`config.mk`:
```
export PLATFORM = sky130hd
export DESIGN_NAME = m_btb_predictor
export DESIGN_NICKNAME = d
export VERILOG_FILES = /design/src/rtl/m_btb_predictor.sv
export SDC_FILE = /design/constraint.sdc
export NUM_CORES = 1
export LEC_CHECK = 0
export ABC_AREA = 1
export ABC_CLOCK_PERIOD_IN_PS = 2300
export BUFFER_PORTS_ARGS = -buffer_cell sky130_fd_sc_hd__buf_2
export CAP_MARGIN = 20
export CORE_UTILIZATION = 54
export CTS_CLUSTER_DIAMETER = 80
export DETAILED_ROUTE_END_ITERATION = 6
export PLACE_DENSITY_LB_ADDON = 0.3
export SLEW_MARGIN = 20
export SYNTH_ARGS = -nofsm -noshare
export SYNTH_HDL_FRONTEND = slang
export SYNTH_HIERARCHICAL = 1
export SYNTH_SLANG_ARGS = --single-unit
```
`constraint.sdc`:
```
create_clock -name w_clk -period 2.3 [get_ports w_clk]
set_input_delay 0.46 -clock w_clk [delete_from_list [all_inputs] [get_ports w_clk]]
set_output_delay 0.46 -clock w_clk [all_outputs]
set_load 0.02 [all_outputs]
```
`src/rtl/m_btb_predictor.sv`:
```
// Fully-associative branch target buffer: same-cycle lookup for IF, resolved-branch
// update from ID with 2-bit hysteresis, invalid-first / round-robin replacement.
module m_btb_entry #(
  parameter int AW = 11
) (
  input  logic          w_clk,
  input  logic          w_rst,
  input  logic          flush,
  input  logic          alloc,
  input  logic          upd,
  input  logic          btaken,
  input  logic [AW-1:0] baddr,
  input  logic [AW-1:0] btgt,
  input  logic [AW-1:0] paddr,
  output logic          lmatch,
  output logic          bmatch,
  output logic          vld,
  output logic [AW-1:0] tgt,
  output logic [1:0]    ctr
);
  logic [AW-1:0] tag;

  assign lmatch = vld && (tag == paddr);
  assign bmatch = vld && (tag == baddr);

  always_ff @(posedge w_clk or posedge w_rst) begin
    if (w_rst) begin
      vld <= 1'b0;
      tag <= '0;
      tgt <= '0;
      ctr <= 2'd0;
    end else if (flush) begin
      vld <= 1'b0;
    end else if (alloc) begin
      vld <= 1'b1;
      tag <= baddr;
      tgt <= btgt;
      ctr <= 2'd2;
    end else if (upd) begin
      if (btaken) begin
        ctr <= (ctr == 2'd3) ? 2'd3 : ctr + 2'd1;
        tgt <= btgt;
      end else begin
        ctr <= (ctr == 2'd0) ? 2'd0 : ctr - 2'd1;
      end
    end
  end
endmodule

module m_btb_predictor #(
  parameter int AW    = 11,
  parameter int DEPTH = 4,
  parameter int CW    = 32
) (
  input  logic          w_clk,
  input  logic          w_rst,
  input  logic [AW-1:0] w_paddr,
  output logic          w_pre,
  output logic          w_ptaken,
  output logic [AW-1:0] w_pr,
  input  logic          w_be,
  input  logic [AW-1:0] w_baddr,
  input  logic [AW-1:0] w_btgt,
  input  logic          w_btaken,
  input  logic          w_flush,
  output logic [CW-1:0] r_nupd,
  output logic [CW-1:0] r_nhit
);
  localparam int VW = $clog2(DEPTH);

  logic [DEPTH-1:0]         vld, lmatch, bmatch, hsel, vsel, upd, alloc;
  logic [DEPTH-1:0][AW-1:0] tgt;
  logic [DEPTH-1:0][1:0]    ctr;
  logic [VW-1:0]            r_vp;
  logic                     acc, hit, have_inv;

  assign acc = w_be && !w_flush;

  genvar g;
  generate
    for (g = 0; g < DEPTH; g++) begin : g_ent
      m_btb_entry #(.AW(AW)) u_ent (
        .w_clk  (w_clk),
        .w_rst  (w_rst),
        .flush  (w_flush),
        .alloc  (alloc[g]),
        .upd    (upd[g]),
        .btaken (w_btaken),
        .baddr  (w_baddr),
        .btgt   (w_btgt),
        .paddr  (w_paddr),
        .lmatch (lmatch[g]),
        .bmatch (bmatch[g]),
        .vld    (vld[g]),
        .tgt    (tgt[g]),
        .ctr    (ctr[g])
      );
    end
  endgenerate

  // Descending scan so the lowest matching index is the last one written.
  always_comb begin
    w_pre    = 1'b0;
    w_ptaken = 1'b0;
    w_pr     = '0;
    for (int i = DEPTH - 1; i >= 0; i--) begin
      if (lmatch[i]) begin
        w_pre    = 1'b1;
        w_ptaken = ctr[i][1];
        w_pr     = tgt[i];
      end
    end
  end

  always_comb begin
    hit      = 1'b0;
    hsel     = '0;
    have_inv = 1'b0;
    vsel     = '0;
    for (int i = 0; i < DEPTH; i++) begin
      if (bmatch[i] && !hit) begin
        hit     = 1'b1;
        hsel[i] = 1'b1;
      end
      if (!vld[i] && !have_inv) begin
        have_inv = 1'b1;
        vsel[i]  = 1'b1;
      end
    end
    if (!have_inv) vsel[r_vp] = 1'b1;
    upd   = (acc && hit) ? hsel : '0;
    alloc = (acc && !hit && w_btaken) ? vsel : '0;
  end

  always_ff @(posedge w_clk or posedge w_rst) begin
    if (w_rst) begin
      r_vp   <= '0;
      r_nupd <= '0;
      r_nhit <= '0;
    end else if (w_flush) begin
      r_vp <= '0;
    end else if (w_be) begin
      r_nupd <= r_nupd + CW'(1);
      if (hit) r_nhit <= r_nhit + CW'(1);
      // Pointer only moves when a live entry is evicted.
      if (!hit && w_btaken && !have_inv) r_vp <= r_vp + VW'(1);
    end
  end
endmodule

```
==> reports/metrics.cfg, run 1 <==
[global_route]
grt_max_degree = 53
overflow = 0
antenna_found_initial = 0
grt_pass1_vias = 9440
grt_usage_pct = 30.7
grt_pass1_wl_um = 44800

[sta]
setup_violations = 48
finalCritPeriodShare_pct = 119
worstMarginPinSlew_ns = 0.438
hold_ws_ns = 0.0242
finalClockSkew_ns = 0.0149
relSlewSlack_pct = 70.8
drv_slew = 0
hold_viol = 0
setup_ws_ns = -0.436
rsz0062_at_grt = true
fin_crit_ns = 2.74
fmax_mhz = 366

[cts]
numCtsBuffers = 17
cts_htree_levels = 4
insertion_delay_ns = 0.44
cts_root_buf = clkbuf_16
clk_pin_slew_ns = 0.08
cts.sinks = 166
clockBufferDepth = 2
cts_tree = built

[die]
dieHeight_um = 138
core_area_sq_um = 18000
ioPinCount = 115
die_w_um = 138
start_util_pct = 55.2
num_rows = 49
die_area_sq_um = 19000

[drt]
vias_per_cell = 5.32
ant_nets = 0
drt-total-wl_um = 29300
vias = 10100
drt_iter0_markers = 764
drtPass1Iterations = 5
drc = 0
wl_per_cell_um = 15.4

[final_layout]
nNetsFinal = 1706
n_fill_cell = 1393
area_growth_pct = 29.6
fin_util_pct = 71.6
instances_no_fill = 1904
antenna_cells = 0
seqCellArea_sq_um = 4160
drive_gt1_share_pct = 27.8
multi_input_area_sq_um = 5320

[critical_path]
cp-end-kind = output port
arrival_ns = 2.28
critPathMaxStageDelay_ns = 0.40
crit_top_cell = nand2_1
path_class = reg2out
cp_max_fo = 6
path_cells = inv_2 > nand2_1 > nand2_1 > inv_1 > nand2_1 > nor2_1 > nand2_2 > nor2_4 > nand2_2 > inv_4 > buf_12 > nand2_2 > nand2_1 > o21ai_1 > o21ai_1 > buf_4
crit_required_ns = 1.84
cp_slowest_cell = dfrtp_1
startpoint_type = flip-flop

[synthesis]
synthesis.area_sq_um = 9960
syn-num-nets = 1482
synth-seq-cells = 166
yosysSeqAreaShare_pct = 41.7
syn_inst = 1438
synth_cell_types = 35
synth.avg_cell_area_sq_um = 6.93
yosys_warnings = 6

[power]
leakagePower_nw = 6.86
ir_drop_mv = 0.662
cellPowerDensity_nw_per_um2 = 556
p_total_mw = 7.17

[hold_path]
worstHoldPathType = in2async

[place]
place_hpwl_um = 19900
gp_congestion = 0.920
io_buffers = 114
dp.cells = 1852
place_ws_ns = -0.423

[flow_run]
cap_viol_max_count = 0

[run_status]
failed_checks = negative setup slack
status = complete, but fails checks

## flip-flops by register name (all words and copies together), names as in the netlist
| signal | cells |
|---|---|
| g_ent.u_ent/tgt | 44 |
| g_ent.u_ent/tag | 44 |
| g_ent.u_ent/ctr | 8 |
| r_nhit | 32 |
| g_ent.u_ent/vld | 4 |
| r_nupd | 32 |
| r_vp | 2 |
## Yosys cell counts (all sizes together)
library cell,count,area share (%)
nand4,15,0.94
o21ai,56,2.8
a21oi,34,1.7
nor2,148,6.8
a211oi,1,0.075
nor4,1,0.063
or2,4,0.25
buf,27,1.9
nand3,108,5.6
dfrtp,166,42
clkinv,5,0.19
mux2,4,0.45
clkbuf,3,0.11
o22ai,8,0.50
ha,6,0.75
xnor2,20,1.8
xor2,31,2.8
nor2b,1,0.063
nand3b,12,0.90
nor3,9,0.45
a31oi,4,0.25
nand2,579,22
inv,196,7.4
## cells in the final DEF, fill, tap and decap left out, types with 7 or more instances in the layout
cell       synthesis  layout
xor2_1            30      29
inv_1            156     147
o21ai_1           29      46
buf_2             10     101
nand2_2           11      50
xnor2_1           20      20
clkbuf_16          0      19
nand3_1          104      89
nor3_1             9       7
o22ai_1            8       8
nand4_1           15      15
buf_4             12     100
nor2_1           127      99
buf_6              4      16
nand2_4            5       9
dfrtp_1          166     164
buf_12             0      10
nor2_2             9      25
nand3_2            4      18
a21oi_1           34      33
nor2_4            11      23
inv_2             40      48
nand2_1          563     517
nand3b_1          12      12
## routing by layer
| layer | wire length [um] | vias up | track usage (%) |
|---|---|---|---|
| li1 | - | 4888 | - |
| met1 | 12000 | 4729 | 38.2 |
| met2 | 14400 | 415 | 51.9 |
| met3 | 2000 | 88 | 6.51 |
| met4 | 986 | 0 | 12.1 |
| met5 | 0 | - | 0 |
## stage by stage
stage | instance area (sq um) | TNS (ns)
final | 12900 | -5.91
after global routing | 12900 | -14.12
after CTS | 12400 | -5.35
after detailed placement | 11500 | -25.56
after global placement | 11500 | -17.95
after floorplan | 9960 | 0
## worst paths after layout
path                                        from                     to  slack (ns)  depth (start not counted)
min in group w_clk                     w_btgt[0]  g_ent[1].u_ent/tgt[0]        0.28                          3
max in group asynchronous                  w_rst             r_nhit[21]        1.66                          3
min reg2reg                           r_nupd[31]             r_nupd[31]        0.51                          2
max                        g_ent[3].u_ent/tag[5]               w_ptaken       -0.44                         16
min                                        w_rst             r_nupd[22]        0.02                          2
max reg2reg                g_ent[3].u_ent/tag[6]  g_ent[2].u_ent/tgt[2]       -0.07                         19
## kinds of logic after synthesis
group	after synthesis	synth area share (%)
buf+inv	231	9.59
flops	166	41.7
compound gates	103	5.35
mux	4	0.452
simple gates	877	37.6
fa+ha+maj	6	0.754
xor+xnor	51	4.56
## power breakdown
part | leakage [nW] | switching [mW] | total (mW) | internal, mW
sequential | 2.17 | 0.215 | 3.34 | 3.13
clock | 0.263 | 1.30 | 2.71 | 1.42
combinational | 4.42 | 0.685 | 1.12 | 0.435
## timing repair
action / 4_1_cts / 5_1_grt
gates resized for setup: 55 / 134
hold buffers: 0 / 0
gates cloned: 4 / 3
setup buffers: 8 / 6
pin swaps: 17 / 38
endpoints found under the setup margin: 53 / 141
## final cells by class
class                   count  area share, %
clock inverters            14          0.921
repair buffers            235           14.2
clock buffers              18           3.33
well taps                 229           2.22
multi-input cells        1041           41.2
inverters                 201           5.88
flip-flops and latches    166           32.2
## worst max-delay path: cells and delay by family (launching register included)
family	cells	cell delay, ns
AO/OA/AOI/OAI	2	0.22
buffers and inverters	5	0.49
AND/OR/NAND/NOR	9	0.75
flip-flops	1	0.40
Note: power is estimated with default switching activity, not from simulation.
==> inputs of run 2 (changes only) <==
CTS_BUF_LIST = sky130_fd_sc_hd__clkbuf_16   (was not set)
REMOVE_ABC_BUFFERS = 1   (was not set)
==> reports/metrics.cfg, run 2 (synthesis gave the netlist of run 1 again) <==
[run_status]
status = complete, but fails checks
failed_checks = negative setup slack

[global_route]
grt_pass1_vias = 9627  ; +2.0%
grt_pass1_wl_um = 47000  ; +4.9%
antenna_found_initial = 0  ; unchanged
grt_usage_pct = 32.2  ; +1.5 points
grt_max_degree = 30  ; -43%
overflow = 0  ; unchanged

[power]
p_switching_mw = 2.32  ; +5.4%
switching_share_pct = 30.0  ; -0.66 points
cellPowerDensity_nw_per_um2 = 541  ; -2.7%
leakagePower_nw = 7.45  ; +8.6%
p_comb_share_pct = 17.2  ; +1.6 points
p_seq_share_pct = 43.4  ; -3.2 points
clkPwrFrac_pct = 39.4  ; +1.6 points
ir_drop_mv = 0.561  ; -15%
intPower_mw = 5.41  ; +8.7%

[cts]
hold_buffers = 0  ; unchanged
numCtsBuffers = 17  ; unchanged
cts_root_buf = clkbuf_16
cts_htree_levels = 4  ; unchanged
clockBufferDepth = 2  ; unchanged
cts_tree = built
cts.sinks = 166  ; unchanged
clk_pin_slew_ns = 0.07  ; about the same
insertion_delay_ns = 0.44  ; about the same

[drt]
drc = 0  ; unchanged
ant_nets = 0  ; unchanged
drtPass1Iterations = 6  ; +1
vias_per_cell = 5.54  ; +4.3%
vias = 10800  ; +7.2%
drt-total-wl_um = 34400  ; +17%
wl_per_cell_um = 17.6  ; +14%
drt_iter0_markers = 967  ; +27%

[sta]
finalClockSkew_ns = 0.0120  ; -0.00289 ns
relSlewSlack_pct = 69.1  ; -1.7 points
setup_ws_ns = -0.519  ; -0.0836 ns
drv_slew = 0  ; unchanged
fin_crit_ns = 2.82  ; +0.0836 ns
fmax_mhz = 355  ; -3.0%
worstMarginPinSlew_ns = 0.463  ; +0.0253 ns
hold_ws_ns = 0.0673  ; +0.0432 ns
finalCritPeriodShare_pct = 123  ; +3.6 points
rsz0062_at_grt = true
hold_viol = 0  ; unchanged
setup_violations = 129  ; +170%

[final_layout]
layout_common_cells = nand2_1, dfrtp_1, inv_1, buf_4, buf_2
top_regs = g_ent.u_ent/tag (44), g_ent.u_ent/tgt (44)
instances_no_fill = 1956  ; +2.7%
seqCellArea_sq_um = 4160  ; about the same
layout_commonest_cell = nand2_1
area_growth_pct = 43.4
drive_gt1_share_pct = 37.3  ; +9.5 points
nNetsFinal = 1758  ; +3.0%
multi_input_area_sq_um = 6020  ; +13%
antenna_cells = 0  ; unchanged
n_fill_cell = 1180  ; -15%

[place]
gp_congestion = 0.926  ; +0.70%
dp.cells = 1873  ; +1.1%
io_buffers = 114  ; unchanged
place_hpwl_um = 20300  ; +2.4%

[critical_path]
path_cells = inv_2 > nand2_1 > nand2_1 > inv_1 > nand2_1 > nor2_2 > nand2_2 > nor2_4 > nand2_2 > inv_4 > clkbuf_16 > nand2_1 > nand2_1 > o21ai_2 > o21ai_1 > buf_4
cp-end-kind = output port
path_class = reg2out
cp_max_fo = 6  ; unchanged
reg2reg_setup_slack_ns = -0.20  ; -0.13 ns
startpoint_type = flip-flop
critPathMaxStageDelay_ns = 0.40  ; about the same
arrival_ns = 2.36  ; +0.08 ns
path_buf_inv = 5  ; unchanged
crit_top_cell = nand2_1
crit_required_ns = 1.84  ; about the same
cp_slowest_cell = dfrtp_1
crit_family = simple AND/OR/NAND/NOR gates

[die]
num_rows = 49  ; unchanged
dieHeight_um = 138  ; unchanged
die_w_um = 138  ; unchanged
start_util_pct = 55.2  ; unchanged
ioPinCount = 115  ; unchanged
core_area_sq_um = 18000  ; unchanged
die_area_sq_um = 19000  ; unchanged

[flow_run]
cap_viol_max_count = 0  ; unchanged

[hold_path]
worstHoldPathType = in2async

run 2: through the flow:
step / setup TNS, ns / worst slack (ns) / instance area, sq um / total power, mW / utilization [%]
after global routing: -36.85 / -0.608 / 14300 / 8.02 / 79.2
after detailed placement: -20.85 / -0.490 / 11700 / 4.45 / 64.7
after global placement: -16.37 / -0.463 / 11700 / 4.43 / 64.7
after floorplan: -3.26 / -0.120 / 9760 / 3.98 / -
after CTS: -11.94 / -0.502 / 12900 / 7.54 / 71.8
final: -20.59 / -0.519 / 14300 / 7.73 / 79.2
run 2: cell type report:
type | instances | share of cell area [%]
tap | 229 | 2.01
timing repair buffer | 284 | 17.0
inverter | 201 | 5.41
timing repair inverter | 1 | 0.0526
multi-input combinational | 1043 | 42.2
clock buffer | 17 | 2.98
clock inverter | 15 | 1.33
sequential | 166 | 29.1
run 2: routing by layer:
metal	routed length [um]	share of wire [%]	up-vias	GRT usage [%]
li1	-	-	4993	-
met1	13800	40	5153	43.2
met2	16400	48	567	51.5
met3	2710	7.9	132	6.22
met4	1440	4.2	0	12.0
met5	0	0	-	0
run 2: what timing repair did:
action,4_1_cts,5_1_grt
pin swaps,30,113
buffers inserted,24,27
hold endpoints to repair,0,0
endpoints found under the setup margin,51,147
gates cloned,6,10
gates resized for setup,130,292
run 2: worst paths after layout:
| path | startpoint | endpoint | depth (start not counted) |
|---|---|---|---|
| setup / recovery | g_ent[3].u_ent/tag[1] | w_pr[5] | 16 |
| hold / removal | w_rst | r_nupd[23] | 2 |
| setup reg to reg | g_ent[1].u_ent/tag[5] | g_ent[3].u_ent/tag[3] | 14 |
| hold reg to reg | r_nhit[31] | r_nhit[31] | 2 |
| max in group asynchronous | w_rst | r_nhit[12] | 3 |
| min in group w_clk | w_btgt[7] | g_ent[0].u_ent/tgt[7] | 3 |
run 2: power by group through the flow:
stage	Clock [mW]	Sequential, mW	Combinational (mW)
2_1_floorplan	0	3.41	0.576
3_3_place_gp	0	3.37	1.06
3_5_place_dp	0	3.38	1.08
4_1_cts	3.06	3.32	1.16
5_1_grt	3.19	3.38	1.45
6_report	3.05	3.36	1.33
==> inputs of run 3 (changes only) <==
ABC_CLOCK_PERIOD_IN_PS = 3000   (was 2300)
clock period = 3 ns   (was 2.3 ns; I/O delays follow)
==> reports/metrics.cfg, run 3 (synthesis gave the netlist of run 1 again) <==
[die]
dieHeight_um = 138  ; unchanged
die_w_um = 138  ; unchanged
core_area_sq_um = 18000  ; unchanged
ioPinCount = 115  ; unchanged
num_rows = 49  ; unchanged
start_util_pct = 55.2  ; unchanged
die_area_sq_um = 19000  ; unchanged

[flow_run]
cap_viol_max_count = 0  ; unchanged

[place]
gp_congestion = 0.922  ; -0.44%
io_buffers = 114  ; unchanged
place_hpwl_um = 19400  ; -4.8%
place_ws_ns = 0.0978  ; +0.588 ns
place_area_sq_um = 10900  ; -6.4%

[sta]
hold_viol = 0  ; unchanged
worstMarginPinSlew_ns = 0.501  ; +0.0384 ns
fin_crit_ns = 2.90
finalCritPeriodShare_pct = 96.8
drv_slew = 0  ; unchanged
setup_violations = 0  ; -100%
fmax_mhz = 345
relSlewSlack_pct = 66.3  ; -2.8 points
finalClockSkew_ns = 0.0110  ; -0.000988 ns
tns_ns = 0  ; +20.59 ns
setup_ws_ns = 0.0974  ; +0.617 ns

[critical_path]
path_class = reg2out
reg2reg_setup_slack_ns = 0.41  ; +0.61 ns
crit_required_ns = 2.40  ; +0.56 ns
r2r_start = g_ent[1].u_ent/tag[7]
r2r-end = g_ent[2].u_ent/tgt[2]
startpoint_type = flip-flop
cp-end-kind = output port
reg2reg_depth = 15  ; +1
arrival_ns = 2.30  ; -0.06 ns
cp_max_fo = 7  ; +1

[run_status]
status = finished clean

[cts]
numCtsBuffers = 17  ; unchanged
cts.sinks = 166  ; unchanged
cts_root_buf = clkbuf_16
hold_buffers = 0  ; unchanged
insertion_delay_ns = 0.43  ; about the same
clockBufferDepth = 2  ; unchanged
cts_htree_levels = 4  ; unchanged
cts_tree = built
clk_pin_slew_ns = 0.07  ; about the same

[global_route]
grt_max_degree = 67  ; +120%
overflow = 0  ; unchanged
grt_pass1_vias = 8654  ; -10%
grt_pass1_wl_um = 42700  ; -9.1%
grt_usage_pct = 29.1  ; -3.1 points
antenna_found_initial = 1  ; +1

[drt]
drt_iter0_markers = 652  ; -33%
drtPass1Iterations = 5  ; -1
drt-total-wl_um = 26700  ; -22%
drc = 0  ; unchanged
vias = 9422  ; -13%
vias_per_cell = 5.14  ; -7.2%
wl_per_cell_um = 14.6  ; -17%
ant_nets = 0  ; unchanged

[power]
leakagePower_nw = 6.39  ; -14%
intPower_mw = 4.01  ; -26%
p_seq_share_pct = 45.6  ; +2.2 points
p_total_mw = 5.62  ; -27%
p_comb_share_pct = 13.5  ; -3.7 points
clkPwrFrac_pct = 40.9  ; +1.5 points
p_switching_mw = 1.62  ; -30%
cellPowerDensity_nw_per_um2 = 479  ; -11%
switching_share_pct = 28.7  ; -1.2 points
ir_drop_mv = 0.425  ; -24%

[final_layout]
stdcell_area_sq_um = 11700  ; -18%
top_regs = g_ent.u_ent/tag (44), g_ent.u_ent/tgt (44)
nNetsFinal = 1634  ; -7.1%
area_growth_pct = 17.8
layout_common_cells = nand2_1, dfrtp_1, inv_1, nor2_1, buf_2
layout_commonest_cell = nand2_1
antenna_cells = 0  ; unchanged
drive_gt1_share_pct = 18.8  ; -18 points

[hold_path]
worstHoldPathType = in2async

-- run 3: layer usage --
layer  track usage, %  part of all wire (%)  routed length, um
met1             41.5                    46              12400
met2             45.4                    46              12300
met3             4.01                   6.0               1600
met4             9.36                   1.5                403
met5                0                 0.045                 12
-- run 3: cell type report --
class	count	area (sq um)
Clock buffer	17	425
Clock inverter	15	190
Fill cell	1613	6290
Inverter	201	758
Multi-Input combinational cell	1041	4920
Sequential cell	166	4150
Tap cell	229	287
Timing Repair Buffer	162	991
Timing Repair inverter	1	7.51
-- run 3: worst max-delay path by stage --
stage                                startpoint  endpoint  depth (start not counted)
after floorplan                      w_paddr[6]   w_pr[9]                         12
after CTS                 g_ent[1].u_ent/tag[1]   w_pr[8]                         13
after detailed placement             w_paddr[5]  w_ptaken                         15
final                     g_ent[1].u_ent/tag[8]   w_pr[8]                         12
after global placement               w_paddr[5]  w_ptaken                         15
after global routing      g_ent[1].u_ent/tag[7]   w_pr[4]                         13
-- run 3: power by group through the flow --
stage / sequential [mW] / combinational, mW / clock (mW)
finish: 2.56 / 0.758 / 2.30
global route: 2.58 / 0.861 / 2.44
detailed placement: 2.59 / 0.735 / 0
CTS: 2.56 / 0.741 / 2.35
floorplan: 2.61 / 0.442 / 0
global placement: 2.59 / 0.722 / 0
-- run 3: per-stage QoR --
stage / hold slack (ns) / util [%] / cells
floorplan: 0.470 / - / 1408
detailed placement: 0.475 / 60.5 / 1784
global placement: 0.478 / 60.5 / 1784
global route: 0.217 / 65.1 / 1832
finish: 0.205 / 65.1 / 1832
CTS: 0.188 / 64.0 / 1816
-- run 3: worst max-delay path, cell delays in order, from the launching register on --
cell,delay [ns]
dfrtp_1,0.42
nand2_1,0.08
nand2_1,0.04
inv_1,0.06
nand2_2,0.07
nor2_2,0.12
nand2_2,0.08
nor2_4,0.13
buf_6,0.15
clkinvlp_4,0.24
o21ai_2,0.20
o21ai_0,0.09
buf_2,0.17
-- run 3: repair_timing --
item                                    4_1_cts  5_1_grt
resized for setup                             1       42
hold endpoints to repair                      0        0
endpoints found under the setup margin        3       12
cloned                                        0        2
setup buffers                                 0       14
pin swaps                                     0       14
